===== config.mk =====
export PLATFORM = sky130hd
export DESIGN_NAME = dunit_imem_loader
export DESIGN_NICKNAME = d
export VERILOG_FILES = /design/src/rtl/dunit_imem_loader.sv
export SDC_FILE = /design/constraint.sdc
export NUM_CORES = 1
export LEC_CHECK = 0
export CAP_MARGIN = 10
export CORE_MARGIN = 2
export CORE_UTILIZATION = 44
export DETAILED_ROUTE_END_ITERATION = 12
export PLACE_DENSITY = 0.76
export RECOVER_POWER = 100
export SYNTH_ARGS = -nofsm -noshare
export SYNTH_HDL_FRONTEND = slang
export SYNTH_SLANG_ARGS = --single-unit

===== constraint.sdc =====
create_clock -name i_clk -period 2.6 [get_ports i_clk]
set_input_delay 0.65 -clock i_clk [delete_from_list [all_inputs] [get_ports i_clk]]
set_output_delay 0.65 -clock i_clk [all_outputs]
set_load 0.005 [all_outputs]

===== src/rtl/dunit_imem_loader.sv =====
// dunit_imem_loader: debug-unit controller in front of the IF stage.
// Takes bytes from the UART receiver and packs them into little-endian
// 32-bit words, which it writes into instruction memory. It also starts
// the pipeline in free-run or single-step mode through the clock enable.
// Optional feature macro: DUNIT_CYCLE_CNT_EN adds a saturating counter of
// clock-enabled cycles on o_cycle_count. Without it, the output is tied to 0.
//
// Handshake: a byte transfers on a rising edge where i_rx_valid and
// o_rx_ready are both high. o_rx_ready is registered. It is high in IDLE,
// LOAD and DONE, and it is low while this block is in reset.
module dunit_imem_loader #(
    parameter int                NB_REG    = 32,
    parameter int                NB_WIDHT  = 9,
    parameter int                NB_BYTE   = 8,
    parameter logic [NB_REG-1:0] HALT_INST = 32'hFFFFFFFF
) (
    input  logic                i_clk,
    input  logic                i_reset,
    input  logic                i_rx_valid,
    input  logic [NB_BYTE-1:0]  i_rx_data,
    output logic                o_rx_ready,
    input  logic                i_halt_seen,
    output logic                o_dunit_clk_en,
    output logic                o_dunit_w_en,
    output logic [NB_WIDHT-1:0] o_dunit_addr,
    output logic [NB_REG-1:0]   o_dunit_data,
    output logic                o_loaded,
    output logic                o_load_err,
    output logic                o_halted,
    output logic [31:0]         o_cycle_count
);

    localparam int NB_CNT = $clog2(NB_REG / NB_BYTE);
    localparam logic [NB_CNT-1:0]   CNT_LAST  = NB_CNT'(NB_REG / NB_BYTE - 1);
    localparam logic [NB_WIDHT-1:0] ADDR_LAST = ~NB_WIDHT'(3);
    localparam logic [NB_BYTE-1:0]  CMD_LOAD  = NB_BYTE'(8'h4C);
    localparam logic [NB_BYTE-1:0]  CMD_RUN   = NB_BYTE'(8'h52);
    localparam logic [NB_BYTE-1:0]  CMD_STEP  = NB_BYTE'(8'h53);

    typedef enum logic [2:0] {
        ST_IDLE  = 3'd0,
        ST_LOAD  = 3'd1,
        ST_WRITE = 3'd2,
        ST_RUN   = 3'd3,
        ST_STEP  = 3'd4,
        ST_DONE  = 3'd5
    } state_t;

    state_t              state_q, state_d;
    logic [NB_WIDHT-1:0] addr_q, addr_d;
    logic [NB_CNT-1:0]   cnt_q, cnt_d;
    logic [NB_REG-1:0]   word_q, word_d;
    logic [NB_WIDHT-1:0] waddr_q, waddr_d;
    logic [NB_REG-1:0]   wdata_q, wdata_d;
    logic                loaded_q, loaded_d;
    logic                err_q, err_d;
    logic                halted_q, halted_d;
    logic                rx_ready_q, rx_ready_d;
    logic                accept;

    assign accept = i_rx_valid & rx_ready_q;

    // State and datapath registers; reset discards any partially built word.
    always_ff @(posedge i_clk or posedge i_reset) begin
        if (i_reset) begin
            state_q    <= ST_IDLE;
            addr_q     <= '0;
            cnt_q      <= '0;
            word_q     <= '0;
            waddr_q    <= '0;
            wdata_q    <= '0;
            loaded_q   <= 1'b0;
            err_q      <= 1'b0;
            halted_q   <= 1'b0;
            rx_ready_q <= 1'b0;
        end else begin
            state_q    <= state_d;
            addr_q     <= addr_d;
            cnt_q      <= cnt_d;
            word_q     <= word_d;
            waddr_q    <= waddr_d;
            wdata_q    <= wdata_d;
            loaded_q   <= loaded_d;
            err_q      <= err_d;
            halted_q   <= halted_d;
            rx_ready_q <= rx_ready_d;
        end
    end

    // Next-state logic: command decode, byte packing, write sequencing and run control.
    always_comb begin
        state_d  = state_q;
        addr_d   = addr_q;
        cnt_d    = cnt_q;
        word_d   = word_q;
        waddr_d  = waddr_q;
        wdata_d  = wdata_q;
        loaded_d = loaded_q;
        err_d    = err_q;
        halted_d = halted_q;

        case (state_q)
            ST_IDLE, ST_DONE: begin
                if (accept) begin
                    if (i_rx_data == CMD_LOAD) begin
                        state_d  = ST_LOAD;
                        addr_d   = '0;
                        cnt_d    = '0;
                        loaded_d = 1'b0;
                        err_d    = 1'b0;
                        halted_d = 1'b0;
                    end else if (i_rx_data == CMD_RUN && state_q == ST_IDLE) begin
                        state_d = ST_RUN;
                    end else if (i_rx_data == CMD_STEP && state_q == ST_IDLE) begin
                        state_d = ST_STEP;
                    end
                end
            end
            ST_LOAD: begin
                if (accept) begin
                    // Shift in from the top so the first byte ends up in bits [7:0].
                    word_d = {i_rx_data, word_q[NB_REG-1:NB_BYTE]};
                    if (cnt_q == CNT_LAST) begin
                        cnt_d   = '0;
                        waddr_d = addr_q;
                        wdata_d = word_d;
                        state_d = ST_WRITE;
                    end else begin
                        cnt_d = cnt_q + NB_CNT'(1);
                    end
                end
            end
            ST_WRITE: begin
                if (wdata_q == HALT_INST) begin
                    loaded_d = 1'b1;
                    state_d  = ST_IDLE;
                end else if (addr_q == ADDR_LAST) begin
                    err_d   = 1'b1;
                    state_d = ST_IDLE;
                end else begin
                    addr_d  = addr_q + NB_WIDHT'(4);
                    state_d = ST_LOAD;
                end
            end
            ST_RUN: begin
                if (i_halt_seen) begin
                    halted_d = 1'b1;
                    state_d  = ST_DONE;
                end
            end
            ST_STEP: begin
                if (i_halt_seen) begin
                    halted_d = 1'b1;
                    state_d  = ST_DONE;
                end else begin
                    state_d = ST_IDLE;
                end
            end
            default: state_d = ST_IDLE;
        endcase

        rx_ready_d = (state_d == ST_IDLE) || (state_d == ST_LOAD) || (state_d == ST_DONE);
    end

    assign o_rx_ready     = rx_ready_q;
    assign o_dunit_clk_en = (state_q == ST_RUN) || (state_q == ST_STEP);
    assign o_dunit_w_en   = (state_q == ST_WRITE);
    assign o_dunit_addr   = waddr_q;
    assign o_dunit_data   = wdata_q;
    assign o_loaded       = loaded_q;
    assign o_load_err     = err_q;
    assign o_halted       = halted_q;

`ifdef DUNIT_CYCLE_CNT_EN
    logic [31:0] cyc_q, cyc_d;
    logic        cmd_load;

    assign cmd_load = accept && (i_rx_data == CMD_LOAD) &&
                      ((state_q == ST_IDLE) || (state_q == ST_DONE));

    // Saturating count of clock-enabled cycles; a new load starts it from zero.
    always_comb begin
        cyc_d = cyc_q;
        if (cmd_load) begin
            cyc_d = '0;
        end else if (o_dunit_clk_en && (cyc_q != 32'hFFFFFFFF)) begin
            cyc_d = cyc_q + 32'd1;
        end
    end

    // Cycle counter register.
    always_ff @(posedge i_clk or posedge i_reset) begin
        if (i_reset) begin
            cyc_q <= '0;
        end else begin
            cyc_q <= cyc_d;
        end
    end

    assign o_cycle_count = cyc_q;
`else
    assign o_cycle_count = '0;
`endif

endmodule


Word level (Yosys, flattened, before mapping)
Cells that the tools add are included.

word-level totals
  register bits = 91
  bits in read-only memories = 0
  RAM bits = 0
  output and inout bits = 79
  bits of input ports = 12
  memories kept = 0
  word-level logic and storage cells = 83
  latch bits = 0

cells by class
  eq/ne operators = 21
  muxes and demuxes = 30
  reduce and logical (&&, ||, !) cells = 19
  magnitude comparators = 0
  bitwise operators = 1
  divide/modulo/power cells = 0
  multipliers = 0
  add/sub/neg operators = 2
  shift-type cells = 0

operator list
  operator                                                                 count
  9-bit 2-to-1 mux                                                         4
  32-bit == test, second input constant                                    1
  8-bit by 7-bit == test with 1-bit output, second input constant          3
  3-bit 2-to-1 mux                                                         8
  9-bit one-hot mux with 2 select lines                                    1
  3-bit one-hot mux with 5 select lines                                    1
  4-bit AND reduction                                                      3
  2-bit inequality test, second input constant                             5
  5-bit AND reduction                                                      2
  9-bit by 3-bit adder with 9-bit output, second input constant            1
  3-bit == test, second input constant                                     3
  9-bit == test, second input constant                                     1
  1-bit 2-to-1 mux                                                         8
  2-bit 2-to-1 mux                                                         4
  3-bit by 1-bit == test with 1-bit output, second input constant          2
  3-bit by 2-bit == test with 1-bit output, second input constant          2
  3-bit zero test                                                          2
  2-bit by 1-bit inequality test with 1-bit output, second input constant  3
  1-bit one-hot mux with 2 select lines                                    3
  2-bit nonzero test                                                       3
  2-bit one-hot mux with 2 select lines                                    1
  2-bit OR reduction                                                       2
  1-bit logical OR                                                         3
  3-bit AND reduction                                                      1
  other kinds (5)                                                          6

Logic depth before layout (Yosys ltp)
Gate-level depths: netlist of run 1.

  depth after elaboration = 10
  mapped depth = 7
  mapped depth without buffers = 7

Worst setup path after synthesis of run 1
No wires, ideal clock.

  kind = in2reg
  start = in i_rx_valid
  end = reg word_q[11]
  setup time = 0.117 ns
  required time = 2.483 ns
  stages on the path = 6
  data arrival time = 1.644 ns
  setup slack = 0.839 ns
  path buffers = 2
  cells stage by stage = nand2_1 -> or3_2 -> clkbuf_1 -> buf_1 -> nand2_1 -> nand2_1

on the way
  longest elaborated chain between the ends = 2

RTL lines
  item                           line  text
  start: declaration             19    input logic i_rx_valid,
  1-bit bitwise AND              61    assign accept = i_rx_valid & rx_ready_q;
  2-bit AND reduction (no line)  -
  end signal: assignment         80    word_q <= word_d;
  end: declaration               52    logic [NB_REG-1:0] word_q, word_d;

Every way passes these cells.
A chain may end at the register's enable or synchronous reset.

Final worst setup path of run 1
  start = reg state_q[1]
  end = out o_dunit_clk_en

on the way
  longest elaborated chain between the ends = 2
  elaborated cells on any way between the ends = 3
  those cells by class = eq/ne (2); reduce/logical (1)

RTL lines
  item                                                                              line  text
  start: declaration                                                                49    state_t state_q, state_d;
  start signal: assignment                                                          77    state_q <= state_d;
  3-bit by 2-bit == test with 1-bit output / 3-bit == test (equally long branches)  166   assign o_dunit_clk_en = (state_q == ST_RUN) || (state_q == ST_STEP);
  1-bit logical OR *                                                                166
  end: declaration                                                                  23    output logic o_dunit_clk_en,

Every way passes the cells marked *; elsewhere a longest branch is shown, timed or not.

==> results of run 1 <==
==> layout make-up <==
cell class                      instances  area (um2)
Multi-Input combinational cell        232        1440
Sequential cell                        79        1980
Fill cell                             700        3730
Tap cell                              105         131
Clock inverter                          4        77.6
Clock buffer                           12         145
Inverter                                5        27.5
Timing Repair Buffer                   63         601
==> worst register-to-register path: cells and delay by family, from the launching register on <==
kind	cells	cell delay, ps
adder cells (fa/ha/maj)	2	480
flip-flops	1	460
AO/OA/AOI/OAI	2	430
AND/OR/NAND/NOR	3	440
==> cell usage in the layout (no fill, tap or decap), types with 3 or more instances in the layout <==
master	synthesis	layout
nor4_1	3	3
ha_1	3	3
clkbuf_1	6	4
a31oi_1	3	3
clkdlybuf4s50_1	0	9
dfrtp_1	79	79
mux2_2	40	40
nand2_1	80	80
o21ai_0	15	15
clkbuf_8	0	10
conb_1	1	34
nand4_1	8	8
o211ai_1	5	5
mux2i_1	5	5
dlygate4sd3_1	0	47
nor2_1	4	4
nor3_1	2	3
inv_1	4	3
==> stage by stage <==
step	setup slack, ps	hold WS, ps	utilization
final	91.0	480	0.541
after detailed placement	187	464	0.520
after floorplan	839	442	-
after global placement	308	460	0.520
after global routing	11.3	509	0.541
after CTS	71.7	484	0.547
==> worst min path at each step <==
stage | from | endpoint | slack (ps) | cells past startpoint
2_1_floorplan | word_q[10]$_DFFE_PP0P_ | word_q[10]$_DFFE_PP0P_ | 440 | 2
3_3_place_gp | word_q[8]$_DFFE_PP0P_ | word_q[8]$_DFFE_PP0P_ | 460 | 2
3_5_place_dp | word_q[9]$_DFFE_PP0P_ | word_q[9]$_DFFE_PP0P_ | 460 | 2
4_1_cts | word_q[14]$_DFFE_PP0P_ | word_q[14]$_DFFE_PP0P_ | 480 | 2
5_1_grt | word_q[9]$_DFFE_PP0P_ | word_q[9]$_DFFE_PP0P_ | 510 | 2
6_report | word_q[9]$_DFFE_PP0P_ | word_q[9]$_DFFE_PP0P_ | 480 | 2
==> per-layer routing <==
layer | GRT usage | vias to the layer above | part of all wire
met5 | 0 | - | 0
met4 | 0.0749 | 0 | 0.013
met3 | 0.0458 | 6 | 0.068
met2 | 0.285 | 96 | 0.50
met1 | 0.229 | 1244 | 0.42
li1 | - | 1193 | -
==> state kept, by name, summed over array words and instances (netlist names) <==
name,count
state_q,3
word_q,24
o_halted,1
o_load_err,1
o_loaded,1
o_dunit_addr,7
addr_q,7
o_dunit_data,32
o_rx_ready,1
cnt_q,2
==> logic make-up (layout without fill, tap and decap cells) <==
kind of cell | Yosys count | after routing | synth area share
compound gates | 34 | 34 | 0.0593
fa+ha+maj | 3 | 3 | 0.0103
buf+inv | 52 | 84 | 0.0942
flops | 79 | 79 | 0.541
mux | 45 | 45 | 0.137
other cells | 1 | 34 | 0.00103
simple gates | 116 | 116 | 0.157
==> where the power goes <==
part           switching, mW  internal, mW
Combinational          0.701         0.877
Sequential             0.426          1.76
Clock                  0.440         0.573
Total                   1.57          3.21
==> results_dict.tcl, run 1 <==
set metrics [dict create \
    finalWirelength_um 7590 \
    cts_buffer_depth 2 \
    fin_skew_ps 9.59 \
    yosysTopAreaCell "dfrtp_1" \
    cts_hold_buf 0 \
    grt_pass1_vias 2499 \
    h-tree-depth 3 \
    gp_congestion 0.777 \
    regToRegStartpoint "addr_q[2]$_DFFE_PP0P_" \
    rows 33 \
    syn-instance-count 330 \
    ys_seq_area_frac 0.541 \
    worstPathCellList "inv_1 -> mux2_2 -> dlygate4sd3_1" \
    post_cts_buffers 0 \
    synth-seq-cells 79 \
    drt_iter0_drc 143 \
    die_y_um 95.1 \
    grt_max_degree 80 \
    timing.fmax_mhz 399 \
    pin_count 91 \
    critPathBufInv 2 \
    grt-ovfl-total 0 \
    cpLargestDelayFamily "buffers and inverters" \
    vias_per_cell 5.08 \
    core-area_um2 8130 \
    maxCapViolations 0 \
    slowest_delay_ps 580 \
    vias 2539 \
    reg2reg_to "addr_q[8]$_DFFE_PP0P_" \
    final_area_um2 4400 \
    place_area_um2 4230 \
    cp-end-kind "primary output" \
    die_w_um 95.1 \
    synth_most_common_cell "nand2_1" \
    dp_hpwl_um 5440 \
    ant_nets 0 \
    fin_nets 405 \
    post_layout_nonfiller_instances 500 \
    worstSetupPathType "register to primary output" \
    power_density_nw_per_um2 1090 \
    track_usage 0.178 \
    maxSlewHeadroom 0.297 \
    finalSetupViolations 0 \
    n_antenna_cell 0 \
    clk_pin_slew_ps 80 \
    antenna_found_initial 0 \
    slowest_stage "dlygate4sd3_1" \
    initial_core_util 0.449 \
    clock_latency_ps 350 \
    ys.flop_type "dfrtp_1" \
    cts_resized 0 \
    yosysTopAreaCellShare 0.541 \
    r2r_setup_slack_ps 670 \
    reg2regPathDepth 7 \
    hold_viol 0 \
    synth.avg_cell_area_um2 11.1 \
    avgRoutedWirePerCell_um 15.2 \
    syn_area_um2 3650 \
    setup-tns-final_ps 0 \
    critPathCapture "o_dunit_clk_en" \
    yosysWarnings 0 \
    dp_cells 484 \
    grt_pass1_wl_um 12200 \
    cp.depth 3 \
    drc_errors 0 \
    status "finished clean" \
    cts_root_buf "clkbuf_8" \
    clock_sinks 79 \
    fin_crit_sh 0.965 \
    p_leak_nw 2.06 \
    layout-drive-gt1-share 0.170 \
    cp-start-kind "register" \
    synth.distinct_cells 43 \
    worstSetupStartpoint "state_q[1]$_DFF_PP0_" \
    drtPass1Iterations 5 \
    grt_setup_unrepaired "no" \
    worstMarginPinSlew_ps 1050 \
    ys_async_sr_fraction 1.00 \
    maxSlewViolCount 0 \
    cts_tree "done" \
    dieArea_um2 9040 \
    period_needed_ps 2510 \
    crit_arrival_ps 1860 \
    total_power_mw 4.78 \
    area_growth_pct 20.6 \
    port_buffers 56 \
    crit_fanout 6 \
    synth-edff-count 0 \
    hp-class "register to register" \
    yosys-top-cells-count "nand2_1 (80), dfrtp_1 (79), mux2_2 (40)" \
    peakVddDrop_uv 439 \
    required_ps 1950 \
    numCtsBuffers 9 \
    synth_area_leaders "dfrtp_1 (54%), mux2_2 (12%), nand2_1 (8.2%)" \
]
(Power assumes the default switching activity.)
==> run 2, diff against run 1 <==
--- a/config.mk
+++ b/config.mk
@@ -6,7 +6,6 @@
 export NUM_CORES = 1
 export LEC_CHECK = 0
 export CAP_MARGIN = 10
-export CORE_MARGIN = 2
 export CORE_UTILIZATION = 44
 export DETAILED_ROUTE_END_ITERATION = 12
 export PLACE_DENSITY = 0.76
==> results_dict.tcl, run 2 (synthesis results as in run 1) <==
set metrics [dict create \
    slowest_stage "clkdlybuf4s50_1" \
    rows 32 \
    die_w_um 93.1 \
    worstPathCellList "or3b_4 -> clkinv_4 -> clkdlybuf4s50_1" \
    ant_nets 0 \
    final_cell_mix "nand2_1 (80), dfrtp_1 (79), dlygate4sd3_1 (45), mux2_2 (40), conb_1 (34)" \
    core-area_um2 7890 \
    total_power_mw 4.80 \
    hold-worst-slack_ps 487 \
    period_needed_ps 2530 \
    vias_per_cell 5.18 \
    avgRoutedWirePerCell_um 15.1 \
    peakVddDrop_uv 659 \
    drtPass1Iterations 4 \
    grt_pass1_vias 2457 \
    cp-start-kind "register" \
    clk_pin_slew_ps 90 \
    layout-drive-gt1-share 0.179 \
    setup-tns-final_ps 0 \
    finalSetupViolations 0 \
    cts_root_buf "clkbuf_8" \
    worstSetupStartpoint "state_q[0]$_DFF_PP0_" \
    regToRegStartpoint "state_q[2]$_DFF_PP0_" \
    track_usage 0.192 \
    vias 2583 \
    r2r_setup_slack_ps 490 \
    cts_buffer_depth 2 \
    final_common_cell "nand2_1" \
    drt_iter0_drc 100 \
    maxCapViolations 0 \
    fin_nets 407 \
    crit_fanout 6 \
    clock_sinks 79 \
    fin_crit_sh 0.973 \
    hp-class "register to register" \
    n_antenna_cell 0 \
    grt_max_degree 33 \
    grt_pass1_wl_um 12500 \
    antenna_found_initial 0 \
    required_ps 1950 \
    crit_arrival_ps 1880 \
    hold_viol 0 \
    finalWirelength_um 7510 \
    timing.fmax_mhz 395 \
    grt_setup_unrepaired "no" \
    cts_tree "done" \
    hold_path_startpoint "word_q[10]$_DFFE_PP0P_" \
    h-tree-depth 3 \
    drc_errors 0 \
    port_buffers 56 \
    dp_hpwl_um 5350 \
    maxSlewViolCount 0 \
    status "finished clean" \
    die_y_um 93.1 \
    cp-end-kind "primary output" \
    initial_core_util 0.463 \
    worstSetupPathType "register to primary output" \
    fin_skew_ps 8.37 \
    clock_latency_ps 370 \
    gp_congestion 0.734 \
    dieArea_um2 8670 \
    grt-ovfl-total 0 \
    critPathBufInv 2 \
    largest_reg_flops 32 \
    p_leak_nw 2.07 \
    cpLargestDelayFamily "buffers and inverters" \
    pin_count 91 \
    worstMarginPinSlew_ps 959 \
    power_density_nw_per_um2 1090 \
    maxSlewHeadroom 0.357 \
    numCtsBuffers 9 \
    area_growth_pct 20.8 \
    slowest_delay_ps 500 \
]
==> run 2: layout make-up <==
| cell class | count | area (um2) |
|---|---|---|
| sequential | 79 | 1980 |
| inverter | 5 | 25.0 |
| timing repair buffer | 65 | 608 |
| clock inverter | 7 | 105 |
| fill | 647 | 3480 |
| multi-input combinational | 232 | 1440 |
| tap | 102 | 128 |
| clock buffer | 9 | 124 |
==> run 2: final timing paths <==
| check | to | cells after the start |
|---|---|---|
| worst max register to register | o_dunit_data[6]$_DFFE_PP0P_ | 5 |
| min in group asynchronous | word_q[20]$_DFFE_PP0P_ | 2 |
| max in group asynchronous | o_dunit_addr[3]$_DFFE_PP0P_ | 3 |
| worst max-delay path | o_dunit_w_en | 3 |
| worst min-delay path | word_q[10]$_DFFE_PP0P_ | 2 |
| worst min register to register | word_q[10]$_DFFE_PP0P_ | 2 |
==> run 2: stage by stage <==
step / utilization / setup WS, ps / area [um2] / cells
global placement: 0.538 / 193 / 4240 / 483
CTS: 0.567 / 62.6 / 4470 / 499
floorplan: - / 839 / 3780 / 363
detailed placement: 0.538 / 105 / 4240 / 483
finish: 0.559 / 69.7 / 4410 / 499
global route: 0.559 / 16.5 / 4410 / 499
==> run 2: where the power goes <==
group	total (mW)	switching (mW)	internal, mW
Clock	1.04	0.482	0.553
Combinational	1.57	0.693	0.879
Sequential	2.19	0.432	1.76
==> run 2: what timing repair did <==
action / CTS / global route
hold buffers: 0 / 0
setup endpoints to repair: 0 / 1
gates resized for setup: 0 / 1
buffers inserted: 0 / 0
==> run 2: worst min-delay path, cell delays in order (launching register included) <==
cell and delay, ps:
dfrtp_1 350, nand2_1 50, nand2_1 60
==> run 2: routing by layer <==
metal	up-vias	part of all wire	wire [um]	track usage
met3	10	0.050	373	0.0480
met5	-	0	0	0
met4	0	0.018	138	0.0808
li1	1197	-	-	-
met2	91	0.48	3630	0.293
met1	1285	0.45	3370	0.262
